[config.mk]
export PLATFORM = sky130hd
export DESIGN_NAME = rload_trim_cal_ctrl
export DESIGN_NICKNAME = d
export VERILOG_FILES = /design/src/rtl/rload_cal_pkg.sv /design/src/rtl/rload_cal_settle_cnt.sv /design/src/rtl/rload_trim_cal_ctrl.sv
export SDC_FILE = /design/constraint.sdc
export NUM_CORES = 1
export LEC_CHECK = 0
export ABC_CLOCK_PERIOD_IN_PS = 5050
export CAP_MARGIN = 20
export CORE_UTILIZATION = 57
export CTS_CLUSTER_DIAMETER = 120
export DETAILED_ROUTE_END_ITERATION = 6
export PLACE_DENSITY = 0.81
export SYNTH_ARGS = -nofsm -noshare
export SYNTH_HDL_FRONTEND = slang
export SYNTH_HIERARCHICAL = 1
export SYNTH_SLANG_ARGS = --single-unit
[constraint.sdc]
create_clock -name clk -period 5.05 [get_ports clk]
set_input_delay 0.505 -clock clk [delete_from_list [all_inputs] [get_ports clk]]
set_output_delay 0.505 -clock clk [all_outputs]
set_load 0.02 [all_outputs]
[src/rtl/rload_cal_pkg.sv]
// Shared types and helpers for the resistor-load trim calibration sequencer.
package rload_cal_pkg;

  typedef enum logic [2:0] {
    IDLE,
    SETTLE,
    SAMPLE,
    DONE,
    ERROR
  } rload_cal_state_t;

  localparam int DEF_TRIM_W = 6;

  function automatic logic maj3(input logic a, input logic b, input logic c);
    return (a & b) | (a & c) | (b & c);
  endfunction

endpackage

[src/rtl/rload_cal_settle_cnt.sv]
// Settle-time counter: holds at zero while cleared, counts while enabled.
// tc flags SETTLE_CYC counted cycles, tc_long one cycle more.
// No flow control; the sequencer reads the flags combinationally.
module rload_cal_settle_cnt #(
  parameter int SETTLE_CYC = 8
) (
  input  logic clk,
  input  logic rst,
  input  logic clr,
  input  logic en,
  output logic tc,
  output logic tc_long
);

  localparam int CW = $clog2(SETTLE_CYC + 1) + 1;

  logic [CW-1:0] cnt;

  assign tc      = (cnt == CW'(SETTLE_CYC - 1));
  assign tc_long = (cnt == CW'(SETTLE_CYC));

  always_ff @(posedge clk or posedge rst) begin
    if (rst) begin
      cnt <= '0;
    end else if (clr) begin
      cnt <= '0;
    end else if (en && !tc_long) begin
      cnt <= cnt + 1'b1;
    end
  end

endmodule

[src/rtl/rload_trim_cal_ctrl.sv]
// SAR calibration sequencer for the DAC resistor-load trim code; RLOAD_CAL_AVG_EN enables 3-sample majority decisions.
// cal_done rises TRIM_W*(SETTLE_CYC+1)+1 edges after cal_start (TRIM_W*(SETTLE_CYC+3)+1 with averaging).
// No backpressure: cal_start/trim_wr while busy are dropped; vssana_ok loss aborts to ERROR.
module rload_trim_cal_ctrl
  import rload_cal_pkg::*;
#(
  parameter int TRIM_W       = DEF_TRIM_W,
  parameter int SETTLE_CYC   = 8,
  parameter int TRIM_DEFAULT = 1 << (TRIM_W - 1)
) (
  input  logic              clk,
  input  logic              rst,
  input  logic              cal_start,
  input  logic              comp_out,
  input  logic              vssana_ok,
  input  logic              trim_wr,
  input  logic [TRIM_W-1:0] trim_wdata,
  output logic [TRIM_W-1:0] trim_code,
  output logic              cal_force,
  output logic              cal_busy,
  output logic              cal_done,
  output logic              cal_err
);

  localparam int                IDX_W    = (TRIM_W > 1) ? $clog2(TRIM_W) : 1;
  localparam logic [TRIM_W-1:0] DEF_CODE = TRIM_W'(TRIM_DEFAULT);
  localparam logic [TRIM_W-1:0] MID_CODE = TRIM_W'(1 << (TRIM_W - 1));
  localparam logic [IDX_W-1:0]  TOP_IDX  = IDX_W'(TRIM_W - 1);

  rload_cal_state_t state;
  logic [IDX_W-1:0] idx;
  logic             first_bit;
  logic             settle_tc;
  logic             settle_tc_long;
  logic             settle_end;
  logic             sample_end;
  logic             bit_high;
  logic             abort;

  rload_cal_settle_cnt #(
    .SETTLE_CYC(SETTLE_CYC)
  ) u_settle_cnt (
    .clk    (clk),
    .rst    (rst),
    .clr    (state != SETTLE),
    .en     (state == SETTLE),
    .tc     (settle_tc),
    .tc_long(settle_tc_long)
  );

  // The first settle also covers reference-current turn-on, so it runs one cycle longer.
  assign settle_end = first_bit ? settle_tc_long : settle_tc;
  assign abort      = cal_busy && !vssana_ok;

`ifdef RLOAD_CAL_AVG_EN
  logic [1:0] samp_cnt;
  logic [1:0] samp_hist;

  assign sample_end = (samp_cnt == 2'd2);
  assign bit_high   = maj3(samp_hist[0], samp_hist[1], comp_out);

  always_ff @(posedge clk or posedge rst) begin
    if (rst) begin
      samp_cnt  <= '0;
      samp_hist <= '0;
    end else if (state == SAMPLE && !sample_end) begin
      samp_hist[samp_cnt[0]] <= comp_out;
      samp_cnt               <= samp_cnt + 1'b1;
    end else begin
      samp_cnt <= '0;
    end
  end
`else
  assign sample_end = 1'b1;
  assign bit_high   = comp_out;
`endif

  always_ff @(posedge clk or posedge rst) begin
    if (rst) begin
      state     <= IDLE;
      idx       <= TOP_IDX;
      first_bit <= 1'b0;
      trim_code <= DEF_CODE;
      cal_force <= 1'b0;
      cal_busy  <= 1'b0;
      cal_done  <= 1'b0;
      cal_err   <= 1'b0;
    end else if (abort) begin
      state     <= ERROR;
      trim_code <= DEF_CODE;
      cal_force <= 1'b0;
      cal_busy  <= 1'b0;
      cal_done  <= 1'b0;
      cal_err   <= 1'b1;
    end else begin
      case (state)
        IDLE, DONE, ERROR: begin
          if (cal_start) begin
            cal_done <= 1'b0;
            if (vssana_ok) begin
              state     <= SETTLE;
              idx       <= TOP_IDX;
              first_bit <= 1'b1;
              trim_code <= MID_CODE;
              cal_force <= 1'b1;
              cal_busy  <= 1'b1;
              cal_err   <= 1'b0;
            end else begin
              state     <= ERROR;
              trim_code <= DEF_CODE;
              cal_err   <= 1'b1;
            end
          end else if (trim_wr) begin
            trim_code <= trim_wdata;
          end
        end
        SETTLE: begin
          if (settle_end) begin
            state     <= SAMPLE;
            first_bit <= 1'b0;
          end
        end
        SAMPLE: begin
          if (sample_end) begin
            if (bit_high) begin
              trim_code[idx] <= 1'b0;
            end
            if (idx != '0) begin
              trim_code[idx - 1'b1] <= 1'b1;
              idx                   <= idx - 1'b1;
              state                 <= SETTLE;
            end else begin
              state     <= DONE;
              cal_force <= 1'b0;
              cal_busy  <= 1'b0;
              cal_done  <= 1'b1;
            end
          end
        end
        default: begin
          state <= IDLE;
        end
      endcase
    end
  end

endmodule

==> results of run 1 <==
per-stage QoR:
stage	util (%)	hold slack, ns	std cells
6_report	71.5	0.397	193
3_5_place_dp	70.3	0.473	189
5_1_grt	71.5	0.455	193
3_3_place_gp	70.3	0.474	189
4_1_cts	71.5	0.406	193
2_1_floorplan	-	0.284	148
metal layers:
layer | global-route usage (%) | share of wire (%) | vias up
met4 | 13.5 | 1.6 | 0
met3 | 3.51 | 5.7 | 5
met5 | 0 | 0 | -
li1 | - | - | 578
met2 | 45.7 | 50 | 50
met1 | 35.0 | 43 | 594
path summary, 6_finish.rpt:
| check | startpoint | endpoint | depth (start not counted) |
|---|---|---|---|
| worst max-delay path | idx[0]$_DFFE_PP1P_ | idx[2]$_DFFE_PP1P_ | 7 |
| worst min-delay path | rst | u_settle_cnt/cnt[4]$_DFFE_PP0P_ | 2 |
| worst max register to register | idx[0]$_DFFE_PP1P_ | idx[2]$_DFFE_PP1P_ | 7 |
| worst min register to register | trim_code[2]$_DFFE_PP0P_ | trim_code[2]$_DFFE_PP0P_ | 1 |
| max in group asynchronous | rst | state[0]$_DFFE_PP0P_ | 2 |
| min in group clk | trim_code[2]$_DFFE_PP0P_ | trim_code[2]$_DFFE_PP0P_ | 1 |
layout make-up:
type	count	area, um2	share of cell area (%)
Multi-Input combinational cell	106	777	47.8
Timing Repair Buffer	21	210	12.9
Inverter	13	48.8	3.00
Clock buffer	4	26.3	1.62
Sequential cell	21	529	32.5
Tap cell	28	35.0	2.15
state kept, by name (all words and copies together) (netlist names):
name              cells
u_settle_cnt/cnt      5
trim_code             6
cal_busy              1
cal_err               1
state                 3
first_bit             1
idx                   3
cal_done              1
worst max-delay path: stages (launching register included):
cell      delay (ns)
dfstp_2         0.59
clkinv_1        0.23
ha_1            0.29
ha_1            0.28
or3b_1          0.40
a21oi_1         0.15
o22ai_1         0.16
a21oi_1         0.20
layout by cell type, fill, tap and decap left out, types with 3 or more instances in the layout:
cell type | netlist | final
dfrtp_1 | 18 | 18
o2bb2ai_1 | 3 | 3
nand2b_1 | 5 | 5
o21ai_0 | 4 | 4
a21oi_1 | 8 | 8
inv_1 | 12 | 12
a32oi_1 | 5 | 5
clkbuf_4 | 0 | 3
nand2_1 | 4 | 4
nand4_1 | 3 | 3
o21bai_1 | 3 | 3
dfstp_2 | 3 | 3
o21a_1 | 3 | 3
mux2i_1 | 3 | 3
clkdlybuf4s50_1 | 0 | 21
ha_1 | 4 | 4
o22ai_1 | 4 | 4
nor2_1 | 16 | 16
synthesized netlist by cell type, types with 3 or more instances:
library cell  instances
o2bb2ai_1             3
a32oi_1               5
inv_1                12
o21bai_1              3
o22ai_1               4
nand2b_1              5
o21ai_0               4
nand4_1               3
mux2i_1               3
dfrtp_1              18
o21a_1                3
a21oi_1               8
nor2_1               16
buf_2                 3
nand2_1               4
dfstp_2               3
ha_1                  4
kinds of logic after synthesis:
logic type                 count (synthesis)  synth area share, %
buffers and inverters                     21                 7.28
muxes                                      5                 3.73
adders and majority gates                  4                 3.55
AOI/OAI and AO/OA                         42                 22.3
and+or+nand+nor                           53                 24.3
xor gates and xnor gates                   2                 1.24
DFF                                       21                 37.6
power by group through the flow:
stage                     sequential [W]  combinational [W]  clock (W)
after global routing            0.000297           0.000420  0.0000930
after CTS                       0.000287           0.000381  0.0000856
after detailed placement        0.000289           0.000376          0
final                           0.000287           0.000380  0.0000855
after floorplan                 0.000294           0.000264          0
after global placement          0.000285           0.000369          0
==> flow_summary.json, run 1 <==
{
  "critical_path_required_ns": 5.30,
  "grt_pass1_vias": 1188,
  "die_h_um": 51.7,
  "fin_crit_ns": 2.37,
  "cts_tree": "done",
  "p_int_w": 0.000431,
  "gr-total-overflow": 0,
  "ys_types": 56,
  "core_region_area_mm2": 0.00228,
  "fin_skew_ns": 0.00355,
  "drt-initial-drc-count": 25,
  "grtUsageTotal_pct": 27.5,
  "r2r_setup_slack_ns": 2.68,
  "wl_per_cell_um": 16.2,
  "final.setup.worst_slack_ns": 2.68,
  "async_flop_share_pct": 100,
  "hpwlAfterDp_um": 2250,
  "antenna_found_initial": 0,
  "start_util_pct": 61.9,
  "setup_viol": 0,
  "relSlewSlack_pct": 43.0,
  "seqPwrFrac_pct": 38.1,
  "drc": 0,
  "leakage_nw": 0.683,
  "syn_inst": 148,
  "area_growth_pct": 15.5,
  "switching_power_w": 0.000322,
  "totalPowerFinal_w": 0.000753,
  "antenna_cells": 0,
  "avgSynthCellArea_um2": 9.52,
  "avgViaCountPerCell": 6.36,
  "ioPinCount": 22,
  "drt-total-wl_um": 3120,
  "hold_violations": 0,
  "pwr-share-comb_pct": 50.5,
  "ctsHtreeMaxLevel": 1,
  "synthesis.area_mm2": 0.00141,
  "cts_buffers": 3,
  "clockPowerShare_pct": 11.4,
  "via_count": 1227,
  "ant_nets": 0,
  "syn_nets": 164,
  "timing.fmax_mhz": 421,
  "root_buffer": "clkbuf_4",
  "rsz0062_at_grt": "no",
  "place.gp.congestion": 0.885,
  "crit_fanout": 10,
  "post_cts_buffers": 0,
  "cts.repair.resized": 0,
  "ys_top_cells_by_area": "dfrtp_1 (32%), dfstp_2 (5.6%), nor2_1 (4.3%), ha_1 (3.6%), inv_1 (3.2%)",
  "ctsHoldBuffers": 0,
  "final_area_mm2": 0.00163,
  "grt_max_degree": 18,
  "fill_cells": 173,
  "synth_edf_count": 0,
  "dpl_worst_slack_ns": 2.61,
  "post-route-period-util_pct": 47.0,
  "critical_path_class": "reg2reg",
  "cts_buffer_depth": 2,
  "final_net_count": 182,
  "ys_ff_latch": 21,
  "maxCapViolations": 0,
  "placed_area_mm2": 0.00160,
  "synthFlopType": "dfrtp_1",
  "end_kind": "flip-flop",
  "path_clk_slew_ns": 0.12,
  "cp_data_arrival_time_ns": 2.63,
  "ir_worst_vdd_mv": 0.383,
  "status": "complete, no violations",
  "die-area_mm2": 0.00267,
  "clkLatencyLatePin_ns": 0.32,
  "hold_class": "in2async",
  "port_buffers": 21,
  "setup_tns_ns": 0,
  "grt_pass1_wl_um": 5380,
  "synth_top_cell_by_area": "dfrtp_1",
  "ys_warn_count": 6,
  "yosysSeqAreaShare_pct": 37.6,
  "worst_pin_slew_ns": 0.853,
  "yosysTopAreaCellShare_pct": 32.0,
  "rows": 17,
  "critPathLaunchType": "flip-flop",
  "die_width_um": 51.7,
  "clock_sinks": 21,
  "p_sw_share_pct": 42.8,
  "p_per_area_mw_per_mm2": 463,
  "drive_above_1_share_pct": 8.48,
  "firstDrtPassIters": 4,
  "slew_violations": 0
}
(Power assumes the default switching activity.)
==> run 2: changes to the inputs <==
--- a/config.mk
+++ b/config.mk
@@ -5,12 +5,12 @@
 export SDC_FILE = /design/constraint.sdc
 export NUM_CORES = 1
 export LEC_CHECK = 0
-export ABC_CLOCK_PERIOD_IN_PS = 5050
+export ABC_CLOCK_PERIOD_IN_PS = 2000
 export CAP_MARGIN = 20
-export CORE_UTILIZATION = 57
+export CORE_UTILIZATION = 48
 export CTS_CLUSTER_DIAMETER = 120
 export DETAILED_ROUTE_END_ITERATION = 6
-export PLACE_DENSITY = 0.81
+export PLACE_DENSITY = 0.72
 export SYNTH_ARGS = -nofsm -noshare
 export SYNTH_HDL_FRONTEND = slang
 export SYNTH_HIERARCHICAL = 1
==> constraint.sdc (replaced) <==
create_clock -name clk -period 2 [get_ports clk]
set_input_delay 0.2 -clock clk [delete_from_list [all_inputs] [get_ports clk]]
set_output_delay 0.2 -clock clk [all_outputs]
set_load 0.02 [all_outputs]
==> flow_summary.json, run 2 (synthesis results as in run 1) <==
{
  "setup_viol": 0,
  "grt_max_degree": 17,
  "crit_start": "idx[0]$_DFFE_PP1P_",
  "ant_nets": 0,
  "clkLatencyLatePin_ns": 0.30,
  "crit_end": "idx[0]$_DFFE_PP1P_",
  "port_buffers": 21,
  "timing.fmax_mhz": 523,
  "grt_pass1_wl_um": 5550,
  "drive_above_1_share_pct": 16.2,
  "area_growth_pct": 21.9,
  "ctsHoldBuffers": 0,
  "largest_reg_flops": 6,
  "cts_tree": "done",
  "drt-initial-drc-count": 71,
  "hold_violations": 0,
  "hold_ws_ns": 0.109,
  "totalPowerFinal_w": 0.00201,
  "grtUsageTotal_pct": 22.4,
  "ir_worst_vdd_mv": 0.794,
  "path_clk_slew_ns": 0.13,
  "avgViaCountPerCell": 6.08,
  "r2r-start": "idx[0]$_DFFE_PP1P_",
  "cp_data_arrival_time_ns": 2.14,
  "fin_crit_ns": 1.91,
  "critical_path_class": "reg2reg",
  "fill_cells": 251,
  "root_buffer": "clkbuf_4",
  "ctsHtreeMaxLevel": 1,
  "final_net_count": 190,
  "via_count": 1241,
  "core_region_area_mm2": 0.00276,
  "largestRegisters": "trim_code (6), u_settle_cnt/cnt (5)",
  "reg2reg_depth": 7,
  "drt-total-wl_um": 3350,
  "layout_commonest_cell": "clkdlybuf4s50_1",
  "worst_pin_slew_ns": 0.691,
  "p_per_area_mw_per_mm2": 1170,
  "hold_class": "in2async",
  "post-route-period-util_pct": 95.6,
  "slew_violations": 0,
  "start_util_pct": 51.1,
  "cts_buffers": 3,
  "antenna_cells": 0,
  "die-area_mm2": 0.00316,
  "firstDrtPassIters": 4,
  "final_cell_mix": "clkdlybuf4s50_1 (21), dfrtp_1 (18), nor2_1 (16)",
  "cts_buffer_depth": 2,
  "clock_sinks": 21,
  "regMostFlops": "trim_code",
  "wl_per_cell_um": 16.4,
  "rows": 19,
  "reg2reg_to": "idx[0]$_DFFE_PP1P_",
  "fin_skew_ns": 0.00116,
  "r2r_setup_slack_ns": 0.09,
  "end_kind": "flip-flop",
  "relSlewSlack_pct": 53.9,
  "die_width_um": 56.2,
  "antenna_found_initial": 0,
  "regArea_um2": 529,
  "drc": 0,
  "leakage_nw": 0.732,
  "gr-total-overflow": 0,
  "grt_pass1_vias": 1173,
  "critPathLaunchType": "flip-flop",
  "ioPinCount": 22,
  "maxCapViolations": 0,
  "place.gp.congestion": 0.887,
  "hpwlAfterDp_um": 2460,
  "die_h_um": 56.2,
  "cts.repair.resized": 0,
  "critical_path_required_ns": 2.23,
  "multi_input_area_um2": 802,
  "post_cts_buffers": 0,
  "crit_fanout": 5,
  "status": "complete, no violations"
}
## run 2: changes by cell type in the layout (fill, tap and decap cells not counted), sizes merged
cell,previous run,this run
buf,0,8
clkbuf,4,3
clkinv,1,2
## run 2: through the flow
| stage | TNS (ns) | instances | instance area, um2 | setup WS, ns | utilization (%) |
|---|---|---|---|---|---|
| floorplan | 0 | 148 | 1410 | 0.0218 | - |
| global placement | 0 | 200 | 1670 | 0.101 | 60.4 |
| detailed placement | 0 | 200 | 1670 | 0.0317 | 60.4 |
| CTS | 0 | 204 | 1690 | 0.00299 | 61.4 |
| global route | -0.0133 | 204 | 1720 | -0.0133 | 62.3 |
| finish | 0 | 204 | 1720 | 0.0878 | 62.3 |
## run 2: worst min path at each step
stage / start / to / slack (ns)
floorplan: rst / u_settle_cnt/cnt[0]$_DFFE_PP0P_ / -0.02
global placement: rst / u_settle_cnt/cnt[1]$_DFFE_PP0P_ / 0.43
detailed placement: rst / u_settle_cnt/cnt[0]$_DFFE_PP0P_ / 0.45
CTS: rst / u_settle_cnt/cnt[0]$_DFFE_PP0P_ / 0.1
global route: rst / u_settle_cnt/cnt[0]$_DFFE_PP0P_ / 0.12
finish: rst / u_settle_cnt/cnt[2]$_DFFE_PP0P_ / 0.11
## run 2: critical path: stages (launching register included)
cell and delay [ns]:
dfstp_2 0.56, clkinv_2 0.06, ha_2 0.19, ha_4 0.18, or3b_1 0.36, a21oi_2 0.15
o22ai_2 0.13, mux2i_1 0.21
## run 2: power by group
part	switching [W]	total, W	internal, W
combinational	0.000562	0.00108	0.000515
sequential	0.000157	0.000715	0.000558
clock	0.000138	0.000213	0.0000746
## run 2: layout make-up
type                    instances  area share [%]
inverters                      13            2.91
multi-input cells             106            46.7
well taps                      31            2.26
flip-flops and latches         21            30.8
clock inverters                 1           0.291
repair buffers                 29            15.7
clock buffers                   3            1.31
## run 2: per-layer routing
metal | global-route usage (%) | vias up | wire [um] | share of wire (%)
li1 | - | 590 | - | -
met1 | 33.1 | 609 | 1530 | 46
met2 | 34.2 | 40 | 1610 | 48
met3 | 3.26 | 2 | 189 | 5.6
met4 | 6.62 | 0 | 17 | 0.51
met5 | 0 | - | 0 | 0
==> run 3: changes to the inputs <==
--- a/config.mk
+++ b/config.mk
@@ -10,7 +10,7 @@
 export CORE_UTILIZATION = 48
 export CTS_CLUSTER_DIAMETER = 120
 export DETAILED_ROUTE_END_ITERATION = 6
-export PLACE_DENSITY = 0.72
+export PLACE_DENSITY_LB_ADDON = 0.3
 export SYNTH_ARGS = -nofsm -noshare
 export SYNTH_HDL_FRONTEND = slang
 export SYNTH_HIERARCHICAL = 1
==> flow_summary.json, run 3 (synthesis results as in run 1) <==
{
  "critical_path_class": "reg2reg",
  "largestRegisters": "trim_code (6), u_settle_cnt/cnt (5)",
  "final_net_count": 193,
  "grtUsageTotal_pct": 21.6,
  "grt_pass1_vias": 1128,
  "core_region_area_mm2": 0.00276,
  "path_clk_slew_ns": 0.13,
  "drt-initial-drc-count": 35,
  "ir_worst_vdd_mv": 0.702,
  "dpl_worst_slack_ns": 0.0384,
  "antenna_found_initial": 0,
  "grt_max_degree": 17,
  "drc": 0,
  "root_buffer": "clkbuf_4",
  "area_growth_pct": 21.9,
  "rows": 19,
  "hpwlAfterDp_um": 2440,
  "hold_violations": 0,
  "relSlewSlack_pct": 55.6,
  "cts_buffer_depth": 2,
  "gr-total-overflow": 0,
  "critical_path_required_ns": 2.20,
  "maxCapViolations": 0,
  "drive_above_1_share_pct": 15.9,
  "firstDrtPassIters": 4,
  "regMostFlops": "trim_code",
  "slew_violations": 0,
  "crit_fanout": 5,
  "die_width_um": 56.2,
  "status": "complete, no violations",
  "r2r-start": "idx[0]$_DFFE_PP1P_",
  "p_int_w": 0.00116,
  "setup_viol": 0,
  "final.setup.worst_slack_ns": 0.0682,
  "pwr-share-comb_pct": 55.4,
  "ctsHoldBuffers": 0,
  "layout_commonest_cell": "clkdlybuf4s50_1",
  "ctsHtreeMaxLevel": 1,
  "fin_crit_ns": 1.93,
  "place.gp.congestion": 0.888,
  "via_count": 1219,
  "rsz0062_at_grt": "no",
  "port_buffers": 21,
  "avgViaCountPerCell": 5.89,
  "worst_pin_slew_ns": 0.666,
  "timing.fmax_mhz": 518,
  "cts_tree": "done",
  "setup_tns_ns": 0,
  "reg2reg_depth": 7,
  "die_h_um": 56.2,
  "antenna_cells": 0,
  "post-route-period-util_pct": 96.6,
  "clockPowerShare_pct": 10.7,
  "hold_class": "in2async",
  "grt_pass1_wl_um": 5350,
  "ant_nets": 0,
  "cp_data_arrival_time_ns": 2.13,
  "seqPwrFrac_pct": 33.9,
  "start_util_pct": 51.1,
  "clock_sinks": 21,
  "reg2reg_to": "idx[1]$_DFFE_PP0P_",
  "largest_reg_flops": 6,
  "end_kind": "flip-flop",
  "ioPinCount": 22,
  "switching_power_w": 0.000835,
  "r2r_setup_slack_ns": 0.07,
  "p_per_area_mw_per_mm2": 1160,
  "leakage_nw": 0.743,
  "cts_buffers": 3,
  "wl_per_cell_um": 15.8,
  "drt-total-wl_um": 3280,
  "critPathLaunchType": "flip-flop",
  "p_sw_share_pct": 41.9,
  "fin_skew_ns": 0.00908,
  "final_cell_mix": "clkdlybuf4s50_1 (21), dfrtp_1 (18), nor2_1 (16)",
  "clkLatencyLatePin_ns": 0.31,
  "die-area_mm2": 0.00316
}
[run 3: changes by cell type in the layout (fill, tap and decap cells not counted)]
cell and delta:
buf_4 +3, a21oi_1 +1, a21oi_2 -1, ha_1 +1, ha_4 -1, o22ai_1 +1
o22ai_2 -1
[run 3: worst max-delay path by stage]
stage	slack, ns	end	cells after the start	startpoint
after floorplan	0.02	idx[1]$_DFFE_PP0P_	7	idx[0]$_DFFE_PP1P_
after global placement	0.11	trim_code[3]$_DFFE_PP0P_	7	idx[0]$_DFFE_PP1P_
after detailed placement	0.04	trim_code[2]$_DFFE_PP0P_	7	idx[0]$_DFFE_PP1P_
after CTS	0.02	trim_code[3]$_DFFE_PP0P_	7	idx[0]$_DFFE_PP1P_
after global routing	0.04	idx[2]$_DFFE_PP1P_	7	idx[0]$_DFFE_PP1P_
final	0.07	idx[1]$_DFFE_PP0P_	7	idx[0]$_DFFE_PP1P_
[run 3: layer usage]
layer  vias to the layer above  wire length (um)  global-route usage, %
met5                         -                 0                      0
met4                         0                57                   6.27
met3                         6                84                   3.02
met2                        21              1590                   35.5
met1                       589              1540                   29.7
li1                        603                 -                      -
[run 3: cell type report]
cell class | instances | area [um2]
tap | 31 | 38.8
clock buffer | 3 | 22.5
timing repair buffer | 32 | 293
inverter | 13 | 50.0
fill | 234 | 1040
multi-input combinational | 106 | 779
clock inverter | 1 | 5.00
sequential | 21 | 529
[run 3: repair_timing]
action / in CTS / in global routing
resized for setup: 0 / 1
endpoints found under the setup margin: 0 / 7
setup buffers: 0 / 1
hold endpoints to repair: 0 / 0
[run 3: through the flow]
step / instances / hold WS, ns / power (W) / utilization, % / cell area, um2
after floorplan: 148 / -0.0215 / 0.00141 / - / 1410
after global placement: 202 / 0.429 / 0.00175 / 60.9 / 1680
after detailed placement: 202 / 0.445 / 0.00178 / 60.9 / 1680
after CTS: 206 / 0.0982 / 0.00199 / 61.9 / 1710
after global routing: 207 / 0.138 / 0.00212 / 62.3 / 1720
final: 207 / 0.0879 / 0.00199 / 62.3 / 1720
[run 3: critical path: stages (launching register included)]
cell and delay (ns):
dfstp_2 0.56, clkinv_2 0.05, ha_1 0.20, ha_2 0.21, or3b_1 0.35, a21oi_1 0.14
o22ai_1 0.15, mux2i_1 0.16
[run 3: power by group through the flow]
| stage | Sequential [W] | Clock (W) | Combinational, W |
|---|---|---|---|
| floorplan | 0.000743 | 0 | 0.000668 |
| global placement | 0.000678 | 0 | 0.00107 |
| CTS | 0.000674 | 0.000214 | 0.00110 |
| finish | 0.000675 | 0.000214 | 0.00111 |
| global route | 0.000694 | 0.000227 | 0.00120 |
| detailed placement | 0.000682 | 0 | 0.00110 |
